[config.mk]
export PLATFORM = sky130hd
export DESIGN_NAME = serial_tx
export DESIGN_NICKNAME = d
export VERILOG_FILES = /design/src/rtl/serial_pkg.sv /design/src/rtl/serial_stuff_ctr.sv /design/src/rtl/serial_tx.sv
export SDC_FILE = /design/constraint.sdc
export NUM_CORES = 1
export LEC_CHECK = 0
export ABC_AREA = 1
export CAP_MARGIN = 20
export CELL_PAD_IN_SITES_DETAIL_PLACEMENT = 0
export CELL_PAD_IN_SITES_GLOBAL_PLACEMENT = 1
export CORE_ASPECT_RATIO = 0.6
export CORE_MARGIN = 2
export CORE_UTILIZATION = 42
export DETAILED_ROUTE_END_ITERATION = 8
export GPL_TIMING_DRIVEN = 1
export PLACE_DENSITY_LB_ADDON = 0.12
export SLEW_MARGIN = 25
export SYNTH_ARGS = -nofsm -noshare
export SYNTH_HDL_FRONTEND = slang
export SYNTH_SLANG_ARGS = --single-unit
[constraint.sdc]
create_clock -name clk -period 4.1 [get_ports clk]
set_clock_uncertainty 0.05 [all_clocks]
set_input_delay 0.82 -clock clk [delete_from_list [all_inputs] [get_ports clk]]
set_output_delay 0.82 -clock clk [all_outputs]
set_load 0.01 [all_outputs]
[src/rtl/serial_pkg.sv]
// serial_pkg: shared state type, default sizes and counter-width helper for serial_tx
package serial_pkg;

    typedef enum logic {IDLE, SHIFT} state_t;

    localparam int SERIAL_WIDTH   = 17;
    localparam int SERIAL_RUN_MAX = 4;

    // Smallest r such that 2**r >= v; sizes counters that must hold the value v-1.
    function automatic int serial_clog2(input int v);
        int r;
        r = 0;
        while ((1 << r) < v) r++;
        return r;
    endfunction

endpackage

[src/rtl/serial_stuff_ctr.sv]
// serial_stuff_ctr: counts consecutive driven 1s and flags when a stuffed 0 must follow
module serial_stuff_ctr
    import serial_pkg::*;
#(
    parameter int RUN_MAX = SERIAL_RUN_MAX
) (
    input  logic clk,
    input  logic rst_n,
    input  logic bit_out,
    input  logic valid,
    input  logic clear,
    output logic stuff_now
);

    localparam int RW = serial_clog2(RUN_MAX + 1);

    logic [RW-1:0] run_q, run_d;

    // Any driven 0 (data, stuffed or idle) breaks the run; a driven 1 extends it.
    always_comb begin
        run_d = (clear || !valid || !bit_out) ? '0 : run_q + 1'b1;
    end

    // The bit on the line now completes a run of RUN_MAX ones, so the next cycle must be a stuffed 0.
    assign stuff_now = valid && bit_out && (run_q == RW'(RUN_MAX - 1));

    // Run length register.
    always_ff @(posedge clk or negedge rst_n) begin
        if (!rst_n) run_q <= '0;
        else        run_q <= run_d;
    end

endmodule

[src/rtl/serial_tx.sv]
// serial_tx: parallel-in, MSB-first serial-out transmitter with valid/ready input.
// Optional bit stuffing after RUN_MAX consecutive 1s is enabled with SERIAL_STUFF_EN.
module serial_tx
    import serial_pkg::*;
#(
    parameter int WIDTH   = SERIAL_WIDTH,
    parameter int RUN_MAX = SERIAL_RUN_MAX
) (
    input  logic             clk,
    input  logic             rst_n,
    input  logic [WIDTH-1:0] din,
    input  logic             din_valid,
    output logic             din_ready,
    output logic             ostream,
    output logic             ostream_valid,
    output logic             busy
);

    localparam int CW = serial_clog2(WIDTH + 1);

    state_t           state_q, state_d;
    logic [WIDTH-1:0] sh_q, sh_d;
    logic [CW-1:0]    cnt_q, cnt_d;
    logic             stuff_q, stuff_d;
    logic             stuff_now;
    logic             last_bit;

    assign busy          = (state_q == SHIFT);
    assign ostream_valid = busy;
    assign ostream       = busy && !stuff_q && sh_q[WIDTH-1];
    assign last_bit      = busy && !stuff_q && (cnt_q == CW'(WIDTH));
    assign din_ready     = !busy || (last_bit && !stuff_now);

`ifdef SERIAL_STUFF_EN
    serial_stuff_ctr #(.RUN_MAX(RUN_MAX)) u_stuff (
        .clk       (clk),
        .rst_n     (rst_n),
        .bit_out   (ostream),
        .valid     (ostream_valid),
        .clear     (!busy),
        .stuff_now (stuff_now)
    );
`else
    assign stuff_now = 1'b0 && (RUN_MAX > 0);
`endif

    // Next state: load on accept, hold through a stuffed 0, otherwise shift until bit 0 has been shown.
    always_comb begin
        state_d = state_q;
        sh_d    = sh_q;
        cnt_d   = cnt_q;
        stuff_d = 1'b0;
        if (din_valid && din_ready) begin
            state_d = SHIFT;
            sh_d    = din;
            cnt_d   = CW'(1);
        end else if (busy) begin
            if (stuff_now) begin
                stuff_d = 1'b1;
            end else if (cnt_q == CW'(WIDTH)) begin
                state_d = IDLE;
                cnt_d   = '0;
            end else begin
                sh_d  = {sh_q[WIDTH-2:0], 1'b0};
                cnt_d = cnt_q + 1'b1;
            end
        end
    end

    // State, shifter, bit counter and stuff flag registers; reset aborts any frame at once.
    always_ff @(posedge clk or negedge rst_n) begin
        if (!rst_n) begin
            state_q <= IDLE;
            sh_q    <= '0;
            cnt_q   <= '0;
            stuff_q <= 1'b0;
        end else begin
            state_q <= state_d;
            sh_q    <= sh_d;
            cnt_q   <= cnt_d;
            stuff_q <= stuff_d;
        end
    end

endmodule
==> results of run 1 <==
[metrics by stage]
stage                     std cells  util, %
after floorplan                 138        -
after global placement          194     51.4
after detailed placement        194     51.2
after CTS                       198     52.8
after global routing            198     52.8
final                           198     52.8
[final cells by class]
cell class,instances,area (um2),share of cell area (%)
multi-input combinational,98,603,39.3
tap,42,52.6,3.42
clock buffer,3,41.3,2.69
sequential,23,576,37.5
timing repair buffer,24,233,15.1
inverter,7,26.3,1.71
clock inverter,1,5.00,0.326
[metal layers]
metal | track usage, % | vias up
li1 | - | 501
met1 | 23.4 | 473
met2 | 23.6 | 30
met3 | 5.38 | 2
met4 | 3.27 | 0
met5 | 0 | -
[critical path: stages, from the launching register on]
cell	delay [ns]
dfrtp_1	0.43
inv_1	0.08
ha_1	0.14
nand2_1	0.06
inv_2	0.09
nand2_2	0.08
nand2_4	0.34
clkdlybuf4s50_1	0.62
[cell families after synthesis]
group / after synthesis
simple gates: 90
flops: 23
buf+inv: 17
compound gates: 5
fa+ha+maj: 2
xor+xnor: 1
[flip-flops by register name, indices dropped and copies added (netlist names)]
| name | count |
|---|---|
| cnt_q | 5 |
| busy | 1 |
| sh_q | 17 |
[report_power, final]
part | total, uW | internal (uW) | switching [uW]
Combinational | 295 | 132 | 162
Clock | 143 | 67.9 | 75.0
Sequential | 392 | 310 | 81.5
[path summary, 6_finish.rpt]
check / startpoint / end / slack [ns] / cells past startpoint
hold reg to reg: sh_q[14]$_DFFE_PN0P_ / sh_q[15]$_DFFE_PN0P_ / 0.45 / 2
min in group asynchronous: rst_n / cnt_q[3]$_DFFE_PN0P_ / 0.47 / 1
hold / removal: sh_q[14]$_DFFE_PN0P_ / sh_q[15]$_DFFE_PN0P_ / 0.45 / 2
max in group asynchronous: rst_n / sh_q[14]$_DFFE_PN0P_ / 3.19 / 1
setup / recovery: cnt_q[1]$_DFFE_PN0P_ / din_ready / 1.11 / 7
setup reg to reg: cnt_q[1]$_DFFE_PN0P_ / sh_q[5]$_DFFE_PN0P_ / 2.50 / 8
[cells in the mapped netlist, drive strengths merged]
cell type and count:
buf 9, dfrtp 23, a21boi 1, xnor2 1, a21oi 1, nand4 2, nand3 54, o21bai 1
inv 6, nor2 2, clkinv 1, nand2 32, ha 2, o21ai 2, clkbuf 1
==> reports/results.tsv, run 1 <==
metric	value	unit
outcome	finished clean	
number of fill cells in the layout	279	
dpl hpwl	1780	um
synth unique cells	23	
Die W	75.9	um
Synthesized Nets	160	
Synth Area per Inst	9.45	um2
Ports	24	
Worst setup SP type	flip-flop	
Data required, critical path	3.23	ns
cts hold-fix bufs	0	
Fmax	0.335	GHz
largest net degree at the start of global routing	40	
minimum clock period	2.99	ns
Initial Util	44.8	%
Synth Cell Area	1300	um2
placed instance area	1490	um2
largest family of logic cells by synthesized area	simple AND/OR/NAND/NOR gates	
Longest Clk Path Bufs	2	
antenna violations before repair	0	
post-route cell area	1540	um2
ANT nets after route	0	
Crit Path Class	flip-flop to output port	
Synth top area share	44.1	%
XOR/XNOR Fraction of Synth Area	0.672	%
DR pass1 iterations	4	
dominant cell type by area after synthesis	dfrtp_1	
post-synthesis sequential area ratio	44.1	%
final setup margin	1.11	ns
Die Y	47.2	um
actual slew at the worst max-slew pin	0.610	ns
Seq cells post-synth	23	
detailed-route DRC error count	0	
drt via density	5.08	
adder-cell share of the synthesized area	1.92	%
via count	1006	
first-pass GRT wire length	4410	um
worst-skew pair later-pin latency	0.27	ns
root buf cell	clkbuf_8	
synth warn	0	
post-cts sizing count	0	
Total GRT Usage	16.0	%
Fin. Hold Viols	0	
Core Area	2910	um2
row cnt	15	
DP Worst Slack	1.43	ns
Peak VDD IR	263	uV
Max Cap Viol	0	
Synth Area in Compound Gates	3.17	%
met1 wire length	1400	um
area delta synth->final	17.9	%
Leak	0.000734	uW
endpoints failing setup	0	
Antenna Cells	0	
Final period util	72.8	%
cts bufs inserted	3	
crit path DAT	2.12	ns
WHS	0.447	ns
crit path max fanout	39	
most common cell after layout, fill and taps aside	nand3_1	
DRT iter0 DRCs	36	
Final Routed Wirelength	2660	um
Simple-Gate Fraction of Synth Area	40.5	%
drt wl/cell	13.4	um
H-tree Lvls	1	
CTS tree	built	
Die ar.	3580	um2
routability-driven placement congestion ratio	0.839	
worst hold path type	flip-flop to flip-flop	
Overall Power	829	uW
Slew headroom	59.1	%
most frequent cells in the layout	nand3_1, nand2_1, dfrtp_1	
global route overflow	0	
share of layout cells above drive strength 1	19.9	%
RSZ-0062 raised after global routing	false	
critical path capture point type	output port	
post-route setup TNS	0	ns
Max Used Layer	met4	
Cells after Synth	138	
Slew Viols, Final	0	
clock transition at the registers of the reported paths	0.08	ns
met2 WL	1110	um
Synth area leaders	dfrtp_1, nand3_2, nand3_1, nand2_1, buf_4	
Port Buffers	23	
# clock sinks	23	
vias in the first global route	897	
Post-CTS Setup Inserts	0	
multiplexer area fraction after synthesis	0	%
final net count	179	
Pwr Density	540	nW/um2
met3 WL post-DR	132	um
Power figures use the tool's default switching activity.
==> inputs of run 2 (changes only) <==
CORE_UTILIZATION = 35   (was 42)
clock period = 2.6 ns   (was 4.1 ns; I/O delays follow)
==> reports/results.tsv, run 2 (synthesis results as in run 1) <==
metric	value	unit	change
outcome	finished clean		unchanged
clock power share	16.8	%	was 17.2%
H-tree Lvls	1		unchanged
row cnt	17		was 15
drt wl/cell	13.3	um	was 13.4 um
Fin. Hold Viols	0		unchanged
Longest Clk Path Bufs	2		unchanged
Pwr Density	830	nW/um2	was 540 nW/um2
Finished Layout Cells	206		was 198
reg-to-reg startpoint	cnt_q[1]$_DFFE_PN0P_		unchanged
Sw Ratio	37.5	%	was 38.5%
cts hold-fix bufs	0		unchanged
Die W	82.8	um	was 75.9 um
FF-to-FF setup slack	0.91	ns	was 2.50 ns
Initial Util	36.1	%	was 44.8%
CTS tree	built		unchanged
RSZ-0062 raised after global routing	false		unchanged
dpl cells	202		was 194
Setup crit end	din_ready		unchanged
placed instance area	1520	um2	was 1490 um2
Post-CTS Setup Inserts	0		unchanged
post-route setup TNS	0	ns	unchanged
clock transition at the registers of the reported paths	0.08	ns	about the same
first-pass GRT wire length	4840	um	was 4410 um
most common cell after layout, fill and taps aside	nand3_1		unchanged
crit-path max cell delay	0.53	ns	was 0.62 ns
Max Cap Viol	0		unchanged
switching pwr	488	uW	was 319 uW
routability-driven placement congestion ratio	0.784		was 0.839
reg2reg path depth	9		was 8
Seq pwr share	47.3	%	was 47.2%
Die Y	51.3	um	was 47.2 um
antenna violations before repair	0		unchanged
Fmax	0.438	GHz	
Die ar.	4250	um2	was 3580 um2
Leak	0.000746	uW	was 0.000734 uW
Peak VDD IR	524	uV	was 263 uV
drt via density	4.83		was 5.08
root buf cell	clkbuf_8		unchanged
crit path launch	cnt_q[1]$_DFFE_PN0P_		unchanged
actual slew at the worst max-slew pin	0.502	ns	was 0.610 ns
Gate power share	35.9	%	was 35.5%
cell depth of the worst hold path	2		unchanged
Worst setup SP type	flip-flop		unchanged
Total GRT Usage	15.4	%	was 16.0%
global route overflow	0		unchanged
Ports	24		unchanged
vias in the first global route	961		was 897
detailed-route DRC error count	0		unchanged
Pint	814	uW	was 510 uW
Slew Viols, Final	0		unchanged
worst-skew pair later-pin latency	0.26	ns	was 0.27 ns
post-route cell area	1570	um2	was 1540 um2
minimum clock period	2.28	ns	
worst hold path type	flip-flop to flip-flop		unchanged
via count	996		was 1006
dpl hpwl	1840	um	was 1780 um
final net count	182		was 179
max FFs per register	17		unchanged
crit path DAT	1.71	ns	was 2.12 ns
DRT iter0 DRCs	52		was 36
fin util	43.4	%	was 52.8%
CP Cell Sequence	inv_1 > ha_1 > nand2_1 > inv_2 > nand2_2 > nand2_4 > clkdlybuf4s50_1		unchanged
r2r endpoint	sh_q[4]$_DFFE_PN0P_		was sh_q[5]$_DFFE_PN0P_
post-cts sizing count	0		unchanged
area delta synth->final	20.3	%	was 17.9%
cts bufs inserted	3		unchanged
most frequent cells in the layout	nand3_1, nand2_1, dfrtp_1, clkdlybuf4s50_1, nand3_2		was nand3_1, nand2_1, dfrtp_1
Worst path slowest cell	clkdlybuf4s50_1		unchanged
critical path capture point type	output port		unchanged
endpoints failing setup	0		unchanged
Crit Path Class	flip-flop to output port		unchanged
Overall Power	1300	uW	was 829 uW
Core Area	3620	um2	was 2910 um2
Antenna Cells	0		unchanged
# clock sinks	23		unchanged
Final Routed Wirelength	2750	um	was 2660 um
Data required, critical path	2.03	ns	was 3.23 ns
Final period util	87.8	%	
ANT nets after route	0		unchanged
Port Buffers	23		unchanged
share of layout cells above drive strength 1	20.1	%	was 19.9%
most flop-heavy register	sh_q		unchanged
crit path max fanout	5		was 39
largest net degree at the start of global routing	39		was 40
Slew headroom	66.4	%	was 59.1%
DR pass1 iterations	4		unchanged
## run 2: routing by layer
metal	up-vias	GRT usage, %	wire length (um)
met2	22	20.4	1140
met5	-	0	0
met4	0	3.28	15
li1	505	-	-
met3	2	4.42	162
met1	467	24.1	1430
## run 2: stage by stage
step	setup WS (ns)	hold slack [ns]
after floorplan	1.01	0.174
final	0.318	0.448
after global placement	0.601	0.425
after CTS	0.298	0.451
after global routing	0.183	0.491
after detailed placement	0.601	0.431
## run 2: power by group through the flow
stage | clock network [uW] | logic [uW] | registers [uW]
after detailed placement | 0 | 475 | 620
final | 219 | 467 | 616
after global routing | 257 | 540 | 635
after CTS | 233 | 479 | 614
after floorplan | 0 | 423 | 580
after global placement | 0 | 463 | 619
## run 2: layout make-up
type / count / area [um2]
repair buffers: 27 / 260
clock buffers: 4 / 45.0
flip-flops and latches: 23 / 576
multi-input cells: 98 / 603
fillers: 363 / 2050
inverters: 7 / 26.3
well taps: 47 / 58.8
## run 2: worst min path at each step
| stage | start | slack [ns] | endpoint |
|---|---|---|---|
| global placement | sh_q[12]$_DFFE_PN0P_ | 0.43 | sh_q[13]$_DFFE_PN0P_ |
| detailed placement | sh_q[12]$_DFFE_PN0P_ | 0.43 | sh_q[13]$_DFFE_PN0P_ |
| finish | sh_q[12]$_DFFE_PN0P_ | 0.45 | sh_q[13]$_DFFE_PN0P_ |
| floorplan | rst_n | 0.17 | busy$_DFF_PN0_ |
| global route | sh_q[12]$_DFFE_PN0P_ | 0.49 | sh_q[13]$_DFFE_PN0P_ |
| CTS | sh_q[12]$_DFFE_PN0P_ | 0.45 | sh_q[13]$_DFFE_PN0P_ |
## run 2: worst max-delay path, delay by kind of cell (launching register included)
family        cells  cell delay (ns)
buf+inv           3             0.69
flops             1             0.43
simple gates      3             0.20
fa+ha+maj         1             0.13
